[config.mk]
export PLATFORM = sky130hd
export DESIGN_NAME = pipe_stage_reg_flat
export DESIGN_NICKNAME = d
export VERILOG_FILES = /design/src/rtl/pipe_stage_reg_if.sv /design/src/rtl/pipe_stage_reg.sv /design/src/flat_wrapper.sv
export SDC_FILE = /design/constraint.sdc
export NUM_CORES = 1
export LEC_CHECK = 0
export ABC_AREA = 0
export ABC_CLOCK_PERIOD_IN_PS = 2450
export CORE_AREA = 3 3 118 120
export CTS_BUF_LIST = sky130_fd_sc_hd__clkbuf_16
export CTS_CLUSTER_DIAMETER = 100
export CTS_CLUSTER_SIZE = 16
export DETAILED_ROUTE_END_ITERATION = 8
export DIE_AREA = 0 0 121 123
export GPL_ROUTABILITY_DRIVEN = 0
export PLACE_DENSITY = 0.81
export SLEW_MARGIN = 20
export SYNTH_ARGS = -nofsm -noshare
export SYNTH_HDL_FRONTEND = slang
export SYNTH_SLANG_ARGS = --single-unit
[constraint.sdc]
create_clock -name clk -period 2.45 [get_ports clk]
set_clock_uncertainty 0.05 [all_clocks]
set_input_delay 0.6125 -clock clk [delete_from_list [all_inputs] [get_ports clk]]
set_output_delay 0.6125 -clock clk [all_outputs]
set_load 0.03 [all_outputs]
[src/rtl/pipe_stage_reg_if.sv]
// Handshake/payload bundle between a pipeline stage and its inter-stage register.
// The master side (the stage and hazard unit) drives the controls and payload. The slave side is the register.
interface pipe_stage_reg_if #(
   parameter int DATA_W = 96,
   parameter int CTRL_W = 12,
   parameter int TNEW_W = 4,
   parameter int EXC_W  = 5
);
   logic              en;
   logic              flush;
   logic              bubble;
   logic [DATA_W-1:0] data_in;
   logic [CTRL_W-1:0] ctrl_in;
   logic              reg_we_in;
   logic [4:0]        a1_in, a2_in, a3_in;
   logic [TNEW_W-1:0] tnew_in;
   logic [TNEW_W-1:0] tusem_in;
   logic [EXC_W-1:0]  exc_in;
   logic              new_exc;
   logic [EXC_W-1:0]  new_exc_code;

   logic [DATA_W-1:0] data_out;
   logic [CTRL_W-1:0] ctrl_out;
   logic              reg_we_out;
   logic [4:0]        a1_out, a2_out, a3_out;
   logic [TNEW_W-1:0] tnew_out;
   logic [TNEW_W-1:0] tusem_out;
   logic [EXC_W-1:0]  exc_out;
   logic              valid_out;
   logic              fwd_rdy;

   modport master (
      output en, flush, bubble, data_in, ctrl_in, reg_we_in, a1_in, a2_in, a3_in,
             tnew_in, tusem_in, exc_in, new_exc, new_exc_code,
      input  data_out, ctrl_out, reg_we_out, a1_out, a2_out, a3_out, tnew_out,
             tusem_out, exc_out, valid_out, fwd_rdy
   );

   modport slave (
      input  en, flush, bubble, data_in, ctrl_in, reg_we_in, a1_in, a2_in, a3_in,
             tnew_in, tusem_in, exc_in, new_exc, new_exc_code,
      output data_out, ctrl_out, reg_we_out, a1_out, a2_out, a3_out, tnew_out,
             tusem_out, exc_out, valid_out, fwd_rdy
   );
endinterface

[src/rtl/pipe_stage_reg.sv]
// Inter-stage pipeline register (E/M, M/W). It holds on stall, loads a NOP on flush or bubble,
// counts Tnew down, merges this stage's exception, and flags when a result can be forwarded.
module pipe_stage_reg #(
   parameter int              DATA_W    = 96,
   parameter int              CTRL_W    = 12,
   parameter int              TNEW_W    = 4,
   parameter int              EXC_W     = 5,
   parameter bit              KILL_EXC  = 1'b1,
   parameter logic [CTRL_W-1:0] CTRL_KILL = '0
) (
   input logic             clk,
   input logic             reset,
   pipe_stage_reg_if.slave bus
);
   localparam logic [EXC_W-1:0] EXC_NONE = '0;

   logic [DATA_W-1:0] r_data;
   logic [CTRL_W-1:0] r_ctrl;
   logic              r_we;
   logic [4:0]        r_a1, r_a2, r_a3;
   logic [TNEW_W-1:0] r_tnew;
   logic [TNEW_W-1:0] r_tusem;
   logic [EXC_W-1:0]  r_exc;
   logic              r_valid;

   logic [EXC_W-1:0]  w_exc;
   logic              w_kill;
   logic [TNEW_W-1:0] w_tnew;

   // An exception from an older stage wins over one raised here.
   assign w_exc  = (bus.exc_in != EXC_NONE) ? bus.exc_in
                 : (bus.new_exc ? bus.new_exc_code : EXC_NONE);
   assign w_kill = KILL_EXC && (w_exc != EXC_NONE);
   assign w_tnew = (bus.tnew_in == '0) ? '0 : bus.tnew_in - TNEW_W'(1);

   always_ff @(posedge clk or negedge reset) begin
      if (!reset) begin
         r_data  <= '0;
         r_ctrl  <= CTRL_KILL;
         r_we    <= 1'b0;
         r_a1    <= '0;
         r_a2    <= '0;
         r_a3    <= '0;
         r_tnew  <= '0;
         r_tusem <= '0;
         r_exc   <= EXC_NONE;
         r_valid <= 1'b0;
      end else if (bus.flush || (bus.en && bus.bubble)) begin
         r_data  <= '0;
         r_ctrl  <= CTRL_KILL;
         r_we    <= 1'b0;
         r_a1    <= '0;
         r_a2    <= '0;
         r_a3    <= '0;
         r_tnew  <= '0;
         r_tusem <= '0;
         r_exc   <= EXC_NONE;
         r_valid <= 1'b0;
      end else if (bus.en) begin
         // A killed instruction keeps its payload so the handler still sees its PC for EPC.
         r_data  <= bus.data_in;
         r_ctrl  <= w_kill ? CTRL_KILL : bus.ctrl_in;
         r_we    <= bus.reg_we_in && !w_kill;
         r_a1    <= bus.a1_in;
         r_a2    <= bus.a2_in;
         r_a3    <= bus.a3_in;
         r_tnew  <= w_tnew;
         r_tusem <= bus.tusem_in;
         r_exc   <= w_exc;
         r_valid <= 1'b1;
      end
   end

   assign bus.data_out   = r_data;
   assign bus.ctrl_out   = r_ctrl;
   assign bus.reg_we_out = r_we;
   assign bus.a1_out     = r_a1;
   assign bus.a2_out     = r_a2;
   assign bus.a3_out     = r_a3;
   assign bus.tnew_out   = r_tnew;
   assign bus.tusem_out  = r_tusem;
   assign bus.exc_out    = r_exc;
   assign bus.valid_out  = r_valid;
   assign bus.fwd_rdy    = r_valid && r_we && (r_a3 != 5'd0) && (r_tnew == '0);
endmodule
[src/flat_wrapper.sv]
// flat-port wrapper written by rule: the top's interface ports become plain ports
module pipe_stage_reg_flat 
#(
   parameter int              DATA_W    = 96,
   parameter int              CTRL_W    = 12,
   parameter int              TNEW_W    = 4,
   parameter int              EXC_W     = 5,
   parameter bit              KILL_EXC  = 1'b1,
   parameter logic [CTRL_W-1:0] CTRL_KILL = '0
)
  (clk, reset, bus_en, bus_flush, bus_bubble, bus_data_in, bus_ctrl_in, bus_reg_we_in, bus_a1_in, bus_a2_in, bus_a3_in, bus_tnew_in, bus_tusem_in, bus_exc_in, bus_new_exc, bus_new_exc_code, bus_data_out, bus_ctrl_out, bus_reg_we_out, bus_a1_out, bus_a2_out, bus_a3_out, bus_tnew_out, bus_tusem_out, bus_exc_out, bus_valid_out, bus_fwd_rdy);
  pipe_stage_reg_if #(.DATA_W(DATA_W), .CTRL_W(CTRL_W), .TNEW_W(TNEW_W), .EXC_W(EXC_W)) bus_i ();
  input logic clk;
  input logic reset;
  input wire logic [$bits(bus_i.en)-1:0] bus_en;
  input wire logic [$bits(bus_i.flush)-1:0] bus_flush;
  input wire logic [$bits(bus_i.bubble)-1:0] bus_bubble;
  input wire logic [$bits(bus_i.data_in)-1:0] bus_data_in;
  input wire logic [$bits(bus_i.ctrl_in)-1:0] bus_ctrl_in;
  input wire logic [$bits(bus_i.reg_we_in)-1:0] bus_reg_we_in;
  input wire logic [$bits(bus_i.a1_in)-1:0] bus_a1_in;
  input wire logic [$bits(bus_i.a2_in)-1:0] bus_a2_in;
  input wire logic [$bits(bus_i.a3_in)-1:0] bus_a3_in;
  input wire logic [$bits(bus_i.tnew_in)-1:0] bus_tnew_in;
  input wire logic [$bits(bus_i.tusem_in)-1:0] bus_tusem_in;
  input wire logic [$bits(bus_i.exc_in)-1:0] bus_exc_in;
  input wire logic [$bits(bus_i.new_exc)-1:0] bus_new_exc;
  input wire logic [$bits(bus_i.new_exc_code)-1:0] bus_new_exc_code;
  output wire logic [$bits(bus_i.data_out)-1:0] bus_data_out;
  output wire logic [$bits(bus_i.ctrl_out)-1:0] bus_ctrl_out;
  output wire logic [$bits(bus_i.reg_we_out)-1:0] bus_reg_we_out;
  output wire logic [$bits(bus_i.a1_out)-1:0] bus_a1_out;
  output wire logic [$bits(bus_i.a2_out)-1:0] bus_a2_out;
  output wire logic [$bits(bus_i.a3_out)-1:0] bus_a3_out;
  output wire logic [$bits(bus_i.tnew_out)-1:0] bus_tnew_out;
  output wire logic [$bits(bus_i.tusem_out)-1:0] bus_tusem_out;
  output wire logic [$bits(bus_i.exc_out)-1:0] bus_exc_out;
  output wire logic [$bits(bus_i.valid_out)-1:0] bus_valid_out;
  output wire logic [$bits(bus_i.fwd_rdy)-1:0] bus_fwd_rdy;
  assign bus_i.en = bus_en;
  assign bus_i.flush = bus_flush;
  assign bus_i.bubble = bus_bubble;
  assign bus_i.data_in = bus_data_in;
  assign bus_i.ctrl_in = bus_ctrl_in;
  assign bus_i.reg_we_in = bus_reg_we_in;
  assign bus_i.a1_in = bus_a1_in;
  assign bus_i.a2_in = bus_a2_in;
  assign bus_i.a3_in = bus_a3_in;
  assign bus_i.tnew_in = bus_tnew_in;
  assign bus_i.tusem_in = bus_tusem_in;
  assign bus_i.exc_in = bus_exc_in;
  assign bus_i.new_exc = bus_new_exc;
  assign bus_i.new_exc_code = bus_new_exc_code;
  assign bus_data_out = bus_i.data_out;
  assign bus_ctrl_out = bus_i.ctrl_out;
  assign bus_reg_we_out = bus_i.reg_we_out;
  assign bus_a1_out = bus_i.a1_out;
  assign bus_a2_out = bus_i.a2_out;
  assign bus_a3_out = bus_i.a3_out;
  assign bus_tnew_out = bus_i.tnew_out;
  assign bus_tusem_out = bus_i.tusem_out;
  assign bus_exc_out = bus_i.exc_out;
  assign bus_valid_out = bus_i.valid_out;
  assign bus_fwd_rdy = bus_i.fwd_rdy;
  pipe_stage_reg #(.DATA_W(DATA_W), .CTRL_W(CTRL_W), .TNEW_W(TNEW_W), .EXC_W(EXC_W), .KILL_EXC(KILL_EXC), .CTRL_KILL(CTRL_KILL)) u_core (.clk(clk), .reset(reset), .bus(bus_i));
endmodule
### Word level (Yosys, flattened, before mapping)

Cells that the tools add are included.

| word-level totals | value |
|---|---|
| flip-flop bits (word level) | 138 |
| input port bits | 148 |
| output and inout bits | 139 |
| word-level logic and storage cells | 48 |

| operators by class | value |
|---|---|
| $add $sub $neg | 1 |
| mux-type cells | 24 |
| reductions and logical operators | 13 |

Operator list:

| operator | number |
|---|---|
| $mux W96 | 2 |
| $mux W5 | 10 |
| $mux W12 | 3 |
| $mux W4 | 5 |
| $reduce_bool A5 Y1 | 3 |
| $logic_not A4 Y1 | 2 |
| $logic_and A1 B1 Y1 | 5 |
| $mux W1 | 4 |
| $sub A4 B1 Y4 const B | 1 |
| $reduce_bool A2 Y1 | 1 |
| $logic_not A1 Y1 | 1 |
| $logic_or A1 B1 Y1 | 1 |

### Depth between registers and ports, before layout

| logic depth | value |
|---|---|
| depth in word-level cells | 7 |
| depth in mapped cells | 6 |
| depth with buffers taken out | 5 |

### Least setup slack after synthesis

OpenSTA, ideal clock, no wires.

| timing | value |
|---|---|
| path type | register to output |
| from | register u_core.r_tnew[1] (netlist: u_core.bus.tnew_out[1]) |
| to | output port bus_fwd_rdy |
| data arrival time | 1374 ps |
| required time | 1788 ps |
| path slack | 414 ps |
| stages on the path, launching flop included | 4 |
| buffers on the path | 0 |
| path through | dfrtp_1 -> nor4_1 -> nand3_1 -> a21oi_1 |

| on the way | value |
|---|---|
| word-level cells in the longest chain between the ends | 2 |

RTL lines:

| item | line | RTL |
|---|---|---|
| start, declared | pipe_stage_reg.sv:21 | `logic [TNEW_W-1:0] r_tnew;` |
| start signal, assigned | pipe_stage_reg.sv:67 | `r_tnew <= w_tnew;` |
| $logic_not A4 Y1 | pipe_stage_reg.sv:84 | `assign bus.fwd_rdy = r_valid && r_we && (r_a3 != 5'd0) && (r_tnew == '0);` |
| $logic_and A1 B1 Y1 | pipe_stage_reg.sv:84 |  |
| end, declared | flat_wrapper.sv:39 | `output wire logic [$bits(bus_i.fwd_rdy)-1:0] bus_fwd_rdy;` |

No other way between the ends.

### Worst setup path in the final report

Ends and elaborated chain as after synthesis.

==> run metrics <==
status=completed; vias=between 4000 and 5000; Initial Utilization=0.391; Max-slew headroom=0.749; CTS tree=yes; maximum vdd ir drop=around 0.00036 V; path type of the worst min-delay path=reg -> reg; clk_lat worst skew=approximately 400 ps; vias in the first global route=about 4500; area added between synthesis and finish=71.4%; Power, Total=around 5600 uW; syn avg cell area=14.9 um^2; WP data required=roughly 1800 ps; Max Freq=about 430 MHz; Final Cycle Share=0.948; Static Leak=about 0.0039 uW; Final Max Slew Viols=0; kind of start point of the critical path=register; htree depth=4; Clock transition at path regs=60 ps; worst-margin pin slew=between 300 and 400 ps; first-pass GRT wire length=around 25000 um; synth unique cells=30; crit path time final=around 2300 ps; Synth Instances=approximately 340; DRC=0; Yosys top cell area share=0.675; WS Path Type=reg -> out; die width=approximately 120 um; clk sinks=between 100 and 150; PortBufs=286; Top FF cell, synth=dfrtp_1; drt pass-1 iters=4; CTS Root Cell=clkbuf_16; ANT nets after route=0; EDFF count, synth=0; Final setup viols=0; layout cells sized above 1=0.0776; final number of hold-violating endpoints=0; # IOs=287; fin nets=782; Seq/Total Area, Yosys=0.675; core area=roughly 0.013 mm^2; grt total ovfl=0; worst reg2reg path depth=2; initial antenna violation count=1; Max Cap Viol=0; clk buf depth=2; largest net degree at the start of global routing=64; Synth Cell Area=0.00511 mm^2; CP arrival=approximately 1700 ps; Total GRT Usage=0.214; average wire per standard cell=19.6 um; Seq cells post-synth=~140; Initial DRC Count=approximately 250; CP max FO=3; vias per inst=5.20; top cells by area, synth=dfrtp_1 68%, a22o_1 20%, a32o_1 2.5%, buf_4 1.6%, buf_2 1.4%; die height=~120 um; Core Util, Final=0.670; DP HPWL=between 10000 and 15000 um; number of diodes=0; Async S/R FF share, synth=1.00; die area=around 0.015 mm^2; Yosys warning count=0; final hold slack=approximately 440 ps; setup TNS after final layout=0 ps; Synth area leader=dfrtp_1; power per cell area=638 mW/mm^2; Core Rows=42; Syn Nets=just under 500; Crit. End Element=output port; total clock buffers created by CTS=17; final WL=16100 um; hold depth=1
## power breakdown
group	internal (uW)	switching, uW
combinational	432	396
sequential	2360	51.5
clock	1460	890
total	4250	1340
## area by class of cell
cell class,count,area (um^2)
Clock buffer,17,425
Sequential cell,138,3450
Tap cell,176,220
Fill cell,915,4320
Clock inverter,14,116
Multi-Input combinational cell,171,1480
Inverter,3,11.3
Timing Repair Buffer,301,3060
## cell families after synthesis
logic type,share of synthesized area
AO/OA/AOI/OAI,0.255
XOR/XNOR,0.00171
adder cells (fa/ha/maj),0.00489
buffers and inverters,0.0379
flip-flops,0.675
multiplexers,0.00220
AND/OR/NAND/NOR,0.0228
## Yosys cell counts, types with 2 or more instances
master / instances
inv_1: 3
a32o_1: 13
buf_4: 11
nand2_1: 7
o21ai_0: 4
ha_1: 2
dfrtp_1: 138
nor3_1: 2
clkbuf_1: 5
o2bb2ai_1: 4
a2bb2oi_1: 4
nor2_1: 3
a22o_1: 117
buf_2: 14
## flip-flops by register name (all words and copies together), names as in the netlist
| register | cells |
|---|---|
| u_core.bus.data_out | 96 |
| u_core.bus.tusem_out | 4 |
| u_core.bus.valid_out | 1 |
| u_core.bus.a2_out | 5 |
| u_core.bus.tnew_out | 4 |
| u_core.bus.a1_out | 5 |
| u_core.bus.ctrl_out | 12 |
| u_core.bus.exc_out | 5 |
| u_core.bus.reg_we_out | 1 |
| u_core.bus.a3_out | 5 |
## layout by cell type, fill, tap and decap left out, drive strengths merged, types with 2 or more instances in the layout
cell type      count
a22o             117
nand2              7
nor4               2
clkdlybuf4s50    284
a2bb2oi            4
o2bb2ai            4
inv                6
o21ai              4
dfrtp            138
bufinv             2
a32o              13
clkbuf            17
nor2               4
ha                 2
buf               15
clkinv             8
nor3               2
## per-stage QoR
stage	setup slack [ps]	cells	cell area, um^2
after CTS	55.6	820	8760
after detailed placement	136	788	8210
after global placement	124	788	8210
after global routing	-9.81	820	8760
final	128	820	8760
after floorplan	414	343	5110
## routing by layer
layer	vias up	part of all wire	GRT usage
li1	1911	-	-
met1	2110	0.39	0.259
met2	217	0.50	0.349
met3	28	0.086	0.0778
met4	2	0.020	0.0878
met5	-	0.0012	0
## critical path, stage by stage (launching register included)
cell and delay, ps:
dfrtp_1 400, nor4_2 290, nand3_1 110, a21oi_1 120, clkdlybuf4s15_2 320
## timing repair
action                     in CTS  in global routing
hold endpoints to repair       17                  0
buffers inserted                0                  0
setup endpoints to repair       1                  1
hold buffers                    1                  0
gates resized for setup         3                  1
## path summary, 6_finish.rpt
kind	slack, ps	startpoint	end
max reg2reg	1590	u_core.bus.valid_out	u_core.bus.valid_out
min in group asynchronous	580	reset	u_core.bus.data_out[54]
max in group asynchronous	1180	reset	u_core.bus.valid_out
min	440	u_core.bus.ctrl_out[7]	u_core.bus.ctrl_out[7]
min reg2reg	440	u_core.bus.ctrl_out[7]	u_core.bus.ctrl_out[7]
max	130	u_core.bus.tnew_out[1]	bus_fwd_rdy
Note: power is estimated with default switching activity, not from simulation.
